File: src/rtl/serial_code_lock_pkg.sv
// Shared definitions for the serial code lock.
//   COLLECT/CHECK/OPEN/LOCKOUT : FSM state encodings
//   TIMER_W                    : width of the open/lockout down-counter
//   CNT_W                      : width of the bit and fail counters
package serial_code_lock_pkg;

    typedef logic [1:0] state_t;

    localparam state_t COLLECT = 2'd0;
    localparam state_t CHECK   = 2'd1;
    localparam state_t OPEN    = 2'd2;
    localparam state_t LOCKOUT = 2'd3;

    localparam int TIMER_W = 16;
    localparam int CNT_W   = 3;

endpackage

File: src/rtl/serial_code_lock_if.sv
// Bus between the code-entry source and the lock controller.
//   din, din_valid, clear : serial entry from the source (master)
//   unlock, alarm         : lock status from the controller (slave)
//   bit_cnt, fails        : progress / fail count from the controller
interface serial_code_lock_if;
    import serial_code_lock_pkg::*;

    logic             din;
    logic             din_valid;
    logic             clear;
    logic             unlock;
    logic             alarm;
    logic [CNT_W-1:0] bit_cnt;
    logic [CNT_W-1:0] fails;

    modport master (
        output din, din_valid, clear,
        input  unlock, alarm, bit_cnt, fails
    );

    modport slave (
        input  din, din_valid, clear,
        output unlock, alarm, bit_cnt, fails
    );

endinterface

File: src/rtl/serial_code_lock_sync_edge_det.sv
// Input conditioning for the serial code lock.
// With SERIAL_CODE_LOCK_SYNC_EN defined, din, din_valid and clear each pass
// through a 2-flop synchronizer (reset to 0); otherwise they are used as-is.
// A rising-edge detector on the (optionally synchronized) din_valid yields stb.
// Ports:
//   clk, rst_n          : clock, async active-low reset
//   din, din_valid      : raw serial bit and strobe
//   clear               : raw abort request
//   din_s, clear_s      : conditioned din / clear
//   stb                 : one-cycle pulse on each din_valid rising edge
module sync_edge_det (
    input  logic clk,
    input  logic rst_n,
    input  logic din,
    input  logic din_valid,
    input  logic clear,
    output logic din_s,
    output logic clear_s,
    output logic stb
);

    logic din_valid_s;
    logic din_valid_q;

`ifdef SERIAL_CODE_LOCK_SYNC_EN
    logic [2:0] sync_1;
    logic [2:0] sync_2;

    always_ff @(posedge clk or negedge rst_n) begin
        if (!rst_n) begin
            sync_1 <= '0;
            sync_2 <= '0;
        end else begin
            sync_1 <= {din_valid, clear, din};
            sync_2 <= sync_1;
        end
    end

    assign {din_valid_s, clear_s, din_s} = sync_2;
`else
    assign din_valid_s = din_valid;
    assign clear_s     = clear;
    assign din_s       = din;
`endif

    always_ff @(posedge clk or negedge rst_n) begin
        if (!rst_n) din_valid_q <= 1'b0;
        else        din_valid_q <= din_valid_s;
    end

    // A strobe held high counts only once.
    assign stb = din_valid_s & ~din_valid_q;

endmodule

File: src/rtl/serial_code_lock.sv
// Serial combination-code lock controller.
// Strobed serial bits are assembled MSB-first into a byte and compared with
// CODE. A match opens the lock for UNLOCK_CYCLES; MAX_TRIES consecutive
// mismatches raise the alarm for LOCKOUT_CYCLES.
// Optional build macro: SERIAL_CODE_LOCK_SYNC_EN (2-flop input synchronizers,
// adds 2 cycles to every input-to-response latency).
// Ports:
//   clk    : system clock
//   rst_n  : asynchronous active-low reset
//   bus    : serial_code_lock_if.slave (din, din_valid, clear in;
//            unlock, alarm, bit_cnt, fails out, all registered)
//
// state   | meaning
// --------+------------------------------------------------------
// COLLECT | shifting in bits on each strobe; clear aborts entry
// CHECK   | one cycle: compare byte, update fail count
// OPEN    | unlock high until the timer reaches 0
// LOCKOUT | alarm high until the timer reaches 0, then fails=0
module serial_code_lock
    import serial_code_lock_pkg::*;
#(
    parameter logic [7:0] CODE           = 8'hBD,
    parameter int         MAX_TRIES      = 3,
    parameter int         UNLOCK_CYCLES  = 255,
    parameter int         LOCKOUT_CYCLES = 1000
) (
    input  logic               clk,
    input  logic               rst_n,
    serial_code_lock_if.slave  bus
);

    localparam logic [CNT_W-1:0]   MAX_T    = CNT_W'(MAX_TRIES);
    localparam logic [TIMER_W-1:0] UNLOCK_T = TIMER_W'(UNLOCK_CYCLES - 1);
    localparam logic [TIMER_W-1:0] LOCK_T   = TIMER_W'(LOCKOUT_CYCLES - 1);

    logic din_s;
    logic clear_s;
    logic stb;

    state_t             state;
    logic [7:0]         shreg;
    logic [CNT_W-1:0]   bit_cnt;
    logic [CNT_W-1:0]   fails;
    logic [CNT_W-1:0]   fails_inc;
    logic [TIMER_W-1:0] timer;
    logic               unlock;
    logic               alarm;

    sync_edge_det u_sync_edge_det (
        .clk       (clk),
        .rst_n     (rst_n),
        .din       (bus.din),
        .din_valid (bus.din_valid),
        .clear     (bus.clear),
        .din_s     (din_s),
        .clear_s   (clear_s),
        .stb       (stb)
    );

    always_comb begin
        fails_inc = fails;
        if (fails < MAX_T) fails_inc = fails + CNT_W'(1);
    end

    always_ff @(posedge clk or negedge rst_n) begin
        if (!rst_n) begin
            state   <= COLLECT;
            shreg   <= '0;
            bit_cnt <= '0;
            fails   <= '0;
            timer   <= '0;
            unlock  <= 1'b0;
            alarm   <= 1'b0;
        end else begin
            case (state)
                COLLECT: begin
                    if (clear_s) begin
                        shreg   <= '0;
                        bit_cnt <= '0;
                    end else if (stb) begin
                        shreg <= {shreg[6:0], din_s};
                        if (bit_cnt == CNT_W'(7)) begin
                            bit_cnt <= '0;
                            state   <= CHECK;
                        end else begin
                            bit_cnt <= bit_cnt + CNT_W'(1);
                        end
                    end
                end
                CHECK: begin
                    // Every attempt starts from an empty shift register.
                    shreg <= '0;
                    if (shreg == CODE) begin
                        state  <= OPEN;
                        fails  <= '0;
                        timer  <= UNLOCK_T;
                        unlock <= 1'b1;
                    end else begin
                        fails <= fails_inc;
                        if (fails_inc >= MAX_T) begin
                            state <= LOCKOUT;
                            timer <= LOCK_T;
                            alarm <= 1'b1;
                        end else begin
                            state <= COLLECT;
                        end
                    end
                end
                OPEN: begin
                    if (timer == '0) begin
                        state  <= COLLECT;
                        unlock <= 1'b0;
                    end else begin
                        timer <= timer - TIMER_W'(1);
                    end
                end
                default: begin
                    if (timer == '0) begin
                        state <= COLLECT;
                        alarm <= 1'b0;
                        fails <= '0;
                    end else begin
                        timer <= timer - TIMER_W'(1);
                    end
                end
            endcase
        end
    end

    assign bus.unlock  = unlock;
    assign bus.alarm   = alarm;
    assign bus.bit_cnt = bit_cnt;
    assign bus.fails   = fails;

endmodule
File: src/flat_wrapper.sv
// flat-port wrapper written by rule: the top's interface ports become plain ports
module serial_code_lock_flat import serial_code_lock_pkg::*;
#(
    parameter logic [7:0] CODE           = 8'hBD,
    parameter int         MAX_TRIES      = 3,
    parameter int         UNLOCK_CYCLES  = 255,
    parameter int         LOCKOUT_CYCLES = 1000
)
  (clk, rst_n, bus_din, bus_din_valid, bus_clear, bus_unlock, bus_alarm, bus_bit_cnt, bus_fails);
  serial_code_lock_if bus_i ();
  input  logic clk;
  input  logic rst_n;
  input wire logic [$bits(bus_i.din)-1:0] bus_din;
  input wire logic [$bits(bus_i.din_valid)-1:0] bus_din_valid;
  input wire logic [$bits(bus_i.clear)-1:0] bus_clear;
  output wire logic [$bits(bus_i.unlock)-1:0] bus_unlock;
  output wire logic [$bits(bus_i.alarm)-1:0] bus_alarm;
  output wire logic [$bits(bus_i.bit_cnt)-1:0] bus_bit_cnt;
  output wire logic [$bits(bus_i.fails)-1:0] bus_fails;
  assign bus_i.din = bus_din;
  assign bus_i.din_valid = bus_din_valid;
  assign bus_i.clear = bus_clear;
  assign bus_unlock = bus_i.unlock;
  assign bus_alarm = bus_i.alarm;
  assign bus_bit_cnt = bus_i.bit_cnt;
  assign bus_fails = bus_i.fails;
  serial_code_lock #(.CODE(CODE), .MAX_TRIES(MAX_TRIES), .UNLOCK_CYCLES(UNLOCK_CYCLES), .LOCKOUT_CYCLES(LOCKOUT_CYCLES)) u_core (.clk(clk), .rst_n(rst_n), .bus(bus_i));
endmodule
File: config.mk
export PLATFORM = sky130hd
export DESIGN_NAME = serial_code_lock_flat
export DESIGN_NICKNAME = d
export VERILOG_FILES = /design/src/rtl/serial_code_lock_pkg.sv /design/src/rtl/serial_code_lock_if.sv /design/src/rtl/serial_code_lock_sync_edge_det.sv /design/src/rtl/serial_code_lock.sv /design/src/flat_wrapper.sv
export SDC_FILE = /design/constraint.sdc
export NUM_CORES = 1
export LEC_CHECK = 0
export ABC_CLOCK_PERIOD_IN_PS = 2500
export CORE_AREA = 10 10 84 86
export CTS_BUF_LIST = sky130_fd_sc_hd__clkbuf_4
export DETAILED_ROUTE_END_ITERATION = 12
export DIE_AREA = 0 0 94 96
export SLEW_MARGIN = 20
export SYNTH_ARGS = -nofsm -noshare
export SYNTH_HDL_FRONTEND = slang
export SYNTH_SLANG_ARGS = --single-unit
File: constraint.sdc
create_clock -name clk -period 2.5 [get_ports clk]
set_clock_uncertainty 0.15 [all_clocks]
set_input_delay 0.5 -clock clk [delete_from_list [all_inputs] [get_ports clk]]
set_output_delay 0.5 -clock clk [all_outputs]
set_load 0.005 [all_outputs]
==> flow_metrics.py, run 1 <==
metrics = {
    "power": {
        "power_frac_comb_pct": 4.3,
        "switching_share_pct": 22.34,
        "p_int_uw": 795.2,
        "power_density_mw_per_mm2": 431.6,
        "power_frac_seq_pct": 56.5,
        "switchingPower_uw": 228.7,
        "p_clk_share_pct": 39.2,
        "ir_worst_vdd_uv": 208.6,
        "p_leak_nw": 1.076,
    },
    "clock_tree": {
        "cts.sinks": 35,
        "post_cts_resized": 0,
        "post_cts_buffers": 0,
        "htreeDepth": 2,
        "ctsRootBufferMaster": "clkbuf_4",
        "clkLatencyLatePin_ns": 0.35,
        "cts_tree": "done",
        "max-clock-path-buffers": 2,
        "cts_buffers": 5,
        "clk_pin_slew_ns": 0.12,
        "hold_buffers": 0,
    },
    "yosys": {
        "synth_top_area_cell": "dfrtp_1",
        "yosysMostFrequentCell": "dfrtp_1",
        "synth_nets": 240,
        "synth_area_leaders": "dfrtp_1 (42%), o21ai_0 (5.3%), nand2_1 (5.0%), ha_1 (4.2%), a21oi_1 (3.4%)",
        "syn-instance-count": 228,
        "syn_area_sq_mm": 0.002083,
        "yosysWarnings": 0,
        "ys_seq_area_share_pct": 42.04,
        "synth_common_cells": "dfrtp_1 (35), nand2_1 (28), o21ai_0 (22), nor2_1 (17), a21oi_1 (14)",
        "netlist.area_leader.share_pct": 42.04,
        "ys.flop_type": "dfrtp_1",
        "synth-seq-cells": 35,
        "synth_area_per_cell_sq_um": 9.137,
        "synthArstFlopShare_pct": 100.0,
        "synth-edff-count": 0,
        "synth.distinct_cells": 54,
    },
    "drt": {
        "drc": 0,
        "firstDrtPassIters": 4,
        "post_drt_via_cell_ratio": 5.472,
        "num_vias": 1740,
        "drt_iter0_drc": 77,
        "wl_microns": 4746,
        "ant_nets": 0,
        "detail_route.wl_per_cell_microns": 14.92,
    },
    "sta": {
        "slew_violations": 0,
        "fmax_mhz": 453.9,
        "period_minus_slack_ns": 2.203,
        "hold_viol_final": 0,
        "setup_viol": 0,
        "tightestPinTransition_ns": 0.7860,
        "relSlewSlack_pct": 47.60,
        "tns_ns": 0,
        "rsz0062_at_grt": "false",
        "period_share_pct": 88.13,
    },
    "floorplan": {
        "core-area_sq_mm": 0.005405,
        "start_util_pct": 38.54,
        "pin_count": 13,
        "rows": 27,
        "die_h_microns": 96,
        "dieArea_sq_mm": 0.009024,
        "dieWidth_microns": 94,
    },
    "min_path": {
        "hp-class": "in -> async",
    },
    "layout": {
        "final_util_pct": 43.89,
        "layout.cells.non_filler": 318,
        "ff_latch_area_sq_um": 875.8,
        "multi_input_area_sq_mm": 0.001129,
        "fin_nets": 257,
        "area.growth.synth_to_final_pct": 13.87,
        "fillers": 578,
        "drive_gt1_share_pct": 13.41,
        "diodes": 0,
    },
    "flow_run": {
        "drv_cap": 0,
    },
    "worst_setup_path": {
        "critPathMaxStageDelay_ns": 0.43,
        "cp_max_fo": 6,
        "cp.required_ns": 2.62,
        "criticalPathCategory": "reg -> reg",
        "cp_slowest_cell": "and4_1",
        "path_cells": "inv_1 > ha_1 > nor3b_4 > and4_1 > nand2_2 > or4_1 > o21ai_1",
        "cp.arrival_ns": 2.32,
        "endpoint_kind": "flop",
        "cp-start-kind": "flop",
    },
    "placed_design": {
        "dp_cells": 310,
        "hpwl_microns": 3425,
        "io_buffers": 12,
        "place_congestion": 0.9231,
    },
    "global_route": {
        "antenna_found_initial": 0,
        "grt_max_degree": 36,
        "grt_first_pass_wirelength_microns": 8390,
        "grt_pass1_vias": 1754,
        "grt-ovfl-total": 0,
        "gr-usage-all-layers_pct": 11.54,
    },
    "outcome": {
        "outcome": "complete, no violations",
    },
}
-- metrics by stage --
stage | cell area, sq um | worst slack (ns) | hold slack [ns] | power [mW]
after floorplan | 2083 | 0.5747 | 0.05441 | 0.6063
after global placement | 2296 | 0.4104 | 0.3414 | 0.6348
after detailed placement | 2296 | 0.3495 | 0.3489 | 0.6355
after CTS | 2372 | 0.3269 | 0.08718 | 1.042
after global routing | 2372 | 0.06714 | 0.1178 | 1.078
final | 2372 | 0.2966 | 0.07316 | 1.024
-- worst max-delay path: cells and delay by family, from the launching register on --
| kind | cells | cell delay, ns |
|---|---|---|
| AND/OR/NAND/NOR | 4 | 1.21 |
| flip-flops | 1 | 0.42 |
| adder cells (fa/ha/maj) | 1 | 0.19 |
| buffers and inverters | 1 | 0.08 |
| AO/OA/AOI/OAI | 1 | 0.08 |
-- power groups by stage --
stage	Clock, mW	Combinational [mW]	Sequential (mW)
finish	0.401	0.0440	0.579
global route	0.446	0.0515	0.580
CTS	0.418	0.0455	0.579
detailed placement	0	0.0455	0.590
global placement	0	0.0449	0.590
floorplan	0	0.0172	0.589
-- final timing paths --
path,startpoint,end,slack [ns],cells past startpoint
worst max-delay path,u_core.timer[0],u_core.timer[14],0.30,7
worst min-delay path,rst_n,u_core.state[0],0.07,1
worst max register to register,u_core.timer[0],u_core.timer[14],0.30,7
worst min register to register,u_core.bus.unlock,u_core.bus.unlock,0.36,2
max in group asynchronous,rst_n,u_core.timer[14],1.62,1
min in group clk,u_core.bus.unlock,u_core.bus.unlock,0.36,2
-- cell type report --
type	instances	share of cell area [%]
clock buffers	5	1.582
clock inverters	3	1.635
inverters	11	1.741
multi-input cells	174	47.57
flip-flops and latches	35	36.92
well taps	72	3.797
repair buffers	18	6.751
-- metal layers --
| layer | GRT usage [%] | vias to the layer above | wire length, microns |
|---|---|---|---|
| met2 | 17.68 | 44 | 2084 |
| met5 | 0 | - | 0 |
| met3 | 3.813 | 8 | 256 |
| met1 | 14.75 | 816 | 2328 |
| met4 | 4.430 | 0 | 76 |
| li1 | - | 872 | - |
-- registers in the layout (all words and copies together) (netlist names) --
register	flops
u_core.timer	16
u_core.shreg	8
u_core.bus.bit_cnt	3
u_core.u_sync_edge_det.din_valid_q	1
u_core.bus.unlock	1
u_core.bus.fails	3
u_core.bus.alarm	1
u_core.state	2
-- layout by cell type (no fill, tap or decap), types with 2 or more instances in the layout --
cell type / netlist / routed
a211oi_1: 3 / 3
a21oi_1: 14 / 14
a22oi_1: 3 / 3
a31oi_1: 2 / 2
and2_2: 2 / 2
and3_1: 3 / 3
and4_1: 2 / 2
buf_4: 0 / 6
clkbuf_4: 0 / 5
clkdlybuf4s50_1: 0 / 11
dfrtp_1: 35 / 35
ha_1: 7 / 7
inv_1: 11 / 11
mux2i_1: 2 / 2
nand2_1: 28 / 28
nand2_2: 2 / 2
nand3_1: 8 / 8
nand4_1: 3 / 3
nor2_1: 17 / 17
nor2b_1: 3 / 3
nor3_1: 10 / 10
nor3_2: 3 / 3
o21a_1: 3 / 3
o21ai_0: 22 / 22
o21ai_1: 2 / 2
o2bb2ai_1: 3 / 3
o41ai_1: 2 / 2
or3_1: 3 / 3
-- kinds of logic after synthesis --
logic type      count (synthesis)  synth area share, %
flops                          35                42.04
simple gates                   96                25.65
buf+inv                        19                3.784
mux                             2               0.9610
fa+ha+maj                       7                4.204
compound gates                 69                23.36
No activity file was read; power rests on OpenSTA's default activity.
==> run 2, diff against run 1 <==
--- a/config.mk
+++ b/config.mk
@@ -6,11 +6,12 @@
 export NUM_CORES = 1
 export LEC_CHECK = 0
 export ABC_CLOCK_PERIOD_IN_PS = 2500
-export CORE_AREA = 10 10 84 86
+export CORE_AREA = 10 10 81 83
 export CTS_BUF_LIST = sky130_fd_sc_hd__clkbuf_4
 export DETAILED_ROUTE_END_ITERATION = 12
-export DIE_AREA = 0 0 94 96
+export DIE_AREA = 0 0 91 93
 export SLEW_MARGIN = 20
 export SYNTH_ARGS = -nofsm -noshare
 export SYNTH_HDL_FRONTEND = slang
+export SYNTH_HIERARCHICAL = 1
 export SYNTH_SLANG_ARGS = --single-unit
==> run 2 against run 1 <==
Against the previous run: cell count shrank 13%; highest routed layer unchanged; area after synthesis down 6.5%; register-to-register slack got worse by 0.05 ns; via count decreased by 16%; combinational power rose to 3.0 times the previous value.
==> flow_metrics.py, run 2 <==
metrics = {
    "min_path": {
        "hold_depth": 1,
        "hp-start": "u_core/shreg[7]",
        "hold_path_end": "u_core/shreg[7]",
        "hp-class": "reg -> reg",
    },
    "floorplan": {
        "dieArea_sq_mm": 0.008463,
        "die_h_microns": 93,
        "dieWidth_microns": 91,
        "core-area_sq_mm": 0.005010,
        "rows": 26,
        "pin_count": 13,
        "start_util_pct": 38.86,
    },
    "yosys": {
        "ys.flop_type": "dfrtp_1",
        "yosysMostFrequentCell": "dfrtp_1",
        "netlist.area_leader.share_pct": 44.99,
        "synthArstFlopShare_pct": 100.0,
        "ys_seq_area_share_pct": 44.99,
        "syn_area_sq_mm": 0.001947,
        "synth-edff-count": 0,
        "yosysWarnings": 6,
        "syn-instance-count": 190,
        "synth_area_per_cell_sq_um": 10.25,
        "synth_nets": 200,
        "synth-seq-cells": 35,
        "synth_common_cells": "dfrtp_1 (35), nor2_1 (22), a22o_1 (10), nor3_1 (10)",
        "synth_top_area_cell": "dfrtp_1",
        "synth_area_leaders": "dfrtp_1 (45%), a22o_1 (4.5%), nor2_1 (4.2%), ha_1 (3.2%), nor3_1 (2.6%)",
        "synth.distinct_cells": 49,
    },
    "placed_design": {
        "place_congestion": 0.8294,
        "io_buffers": 12,
        "hpwl_microns": 3066,
    },
    "worst_setup_path": {
        "path_cells": "ha_1 > nor2b_1 > nor4b_2 > a21oi_2 > nor2_4 > inv_2 > a221o_1",
        "cp.arrival_ns": 2.34,
        "reg2reg_depth": 7,
        "endpoint_kind": "flop",
        "r2r_slack_ns": 0.25,
        "cp.required_ns": 2.59,
        "r2r-start": "u_core/bus.fails[0]",
        "rr_endpoint": "u_core/timer[8]",
        "cp-start-kind": "flop",
        "path_buf_inv": 1,
        "cp_top_family": "simple AND/OR/NAND/NOR gates",
        "critPathMaxStageDelay_ns": 0.46,
        "cp_max_fo": 10,
        "cp_slowest_cell": "dfrtp_1",
        "criticalPathCategory": "reg -> reg",
    },
    "clock_tree": {
        "max-clock-path-buffers": 2,
        "cts_buffers": 5,
        "htreeDepth": 2,
        "ctsRootBufferMaster": "clkbuf_4",
        "post_cts_buffers": 0,
        "clkLatencyLatePin_ns": 0.34,
        "cts_tree": "done",
        "clk_pin_slew_ns": 0.12,
        "post_cts_resized": 0,
        "cts.sinks": 35,
        "hold_buffers": 0,
    },
    "sta": {
        "period_minus_slack_ns": 2.254,
        "rsz0062_at_grt": "false",
        "tightestPinTransition_ns": 0.9404,
        "hold_viol_final": 0,
        "setup_viol": 0,
        "fmax_mhz": 443.7,
        "relSlewSlack_pct": 36.77,
        "period_share_pct": 90.15,
        "tns_ns": 0,
        "slew_violations": 0,
    },
    "layout": {
        "drive_gt1_share_pct": 14.42,
        "largest-register": "u_core/timer",
        "fillers": 506,
        "area.growth.synth_to_final_pct": 13.05,
        "fin_nets": 217,
        "largest_register_ffs": 16,
        "mostFrequentLayoutCells": "dfrtp_1 (35), nor2_1 (22), clkdlybuf4s50_1 (12)",
        "layout_commonest_cell": "dfrtp_1",
        "reg_top3": "u_core/timer x16, u_core/shreg x8",
        "diodes": 0,
    },
    "global_route": {
        "gr-usage-all-layers_pct": 10.50,
        "grt-ovfl-total": 0,
        "grt_pass1_vias": 1438,
        "grt_first_pass_wirelength_microns": 7362,
        "antenna_found_initial": 0,
        "grt_max_degree": 36,
    },
    "power": {
        "power_frac_seq_pct": 56.6,
        "switching_share_pct": 28.33,
        "p_clk_share_pct": 30.9,
        "report.power.total_mw": 1.061,
        "ir_worst_vdd_uv": 209.9,
        "p_leak_nw": 0.9195,
        "switchingPower_uw": 300.7,
        "power_frac_comb_pct": 12.5,
        "p_int_uw": 760.6,
        "power_density_mw_per_mm2": 482.2,
    },
    "drt": {
        "wl_microns": 4219,
        "detail_route.wl_per_cell_microns": 15.18,
        "firstDrtPassIters": 4,
        "post_drt_via_cell_ratio": 5.266,
        "num_vias": 1464,
        "drt_iter0_drc": 117,
        "ant_nets": 0,
        "drc": 0,
    },
    "flow_run": {
        "drv_cap": 0,
    },
    "outcome": {
        "outcome": "complete, no violations",
    },
}
==> run 2: changes by cell type after synthesis, sizes merged, moves of 5 or more <==
cell and change:
a21oi -5, a22o +10, inv -5, nand2 -22, o21ai -15, xnor2 +5
xor2 +5
==> run 2: final cells by class <==
type                            instances  area (sq um)  area share (%)
Clock buffer                            5         37.54           1.706
Inverter                                6         22.52           1.023
Sequential cell                        35         875.8           39.80
Clock inverter                          3         23.77           1.080
Tap cell                               70         87.58           3.980
Multi-Input combinational cell        139         973.4           44.23
Timing Repair Buffer                   20         180.2           8.186
==> run 2: cell families (layout without fill, tap and decap cells) <==
family | after synthesis | count (layout) | share of synthesized area, %
flops | 35 | 35 | 44.99
buf+inv | 16 | 34 | 5.012
simple gates | 78 | 78 | 25.00
compound gates | 46 | 46 | 17.29
fa+ha+maj | 5 | 5 | 3.213
xor+xnor | 10 | 10 | 4.499
==> run 2: worst max-delay path by stage <==
stage / start / endpoint / slack [ns] / cells after the start
2_1_floorplan: u_core/bus.fails[0] / u_core/timer[8] / 0.29 / 7
3_3_place_gp: bus_clear / u_core/shreg[6] / 0.20 / 3
3_5_place_dp: bus_clear / u_core/shreg[2] / 0.20 / 3
4_1_cts: u_core/bus.fails[0] / u_core/timer[8] / 0.23 / 7
5_1_grt: u_core/bus.fails[0] / u_core/timer[8] / 0.08 / 7
6_report: u_core/bus.fails[0] / u_core/timer[8] / 0.25 / 7
==> run 2: power groups by stage <==
stage | clock [mW] | combinational (mW) | sequential, mW
CTS | 0.346 | 0.132 | 0.600
global route | 0.362 | 0.144 | 0.603
detailed placement | 0 | 0.131 | 0.611
floorplan | 0 | 0.109 | 0.597
finish | 0.328 | 0.133 | 0.601
global placement | 0 | 0.130 | 0.610
==> run 2: per-stage QoR <==
stage          utilization, %  instance area (sq um)  setup WS, ns  std cells  hold slack (ns)
6_report                43.93                   2201        0.2463        278           0.3729
5_1_grt                 43.93                   2201       0.08191        278           0.4066
4_1_cts                 43.93                   2201        0.2285        278           0.3739
3_5_place_dp            42.71                   2140        0.1957        270           0.3377
3_3_place_gp            42.71                   2140        0.1985        270           0.3323
2_1_floorplan               -                   1947        0.2920        190          0.05441
==> run 2: layer usage <==
| metal | GRT usage (%) | wire, microns |
|---|---|---|
| met5 | 0 | 0 |
| met4 | 4.308 | 36 |
| met3 | 2.238 | 130 |
| met2 | 15.51 | 1869 |
| met1 | 14.50 | 2182 |
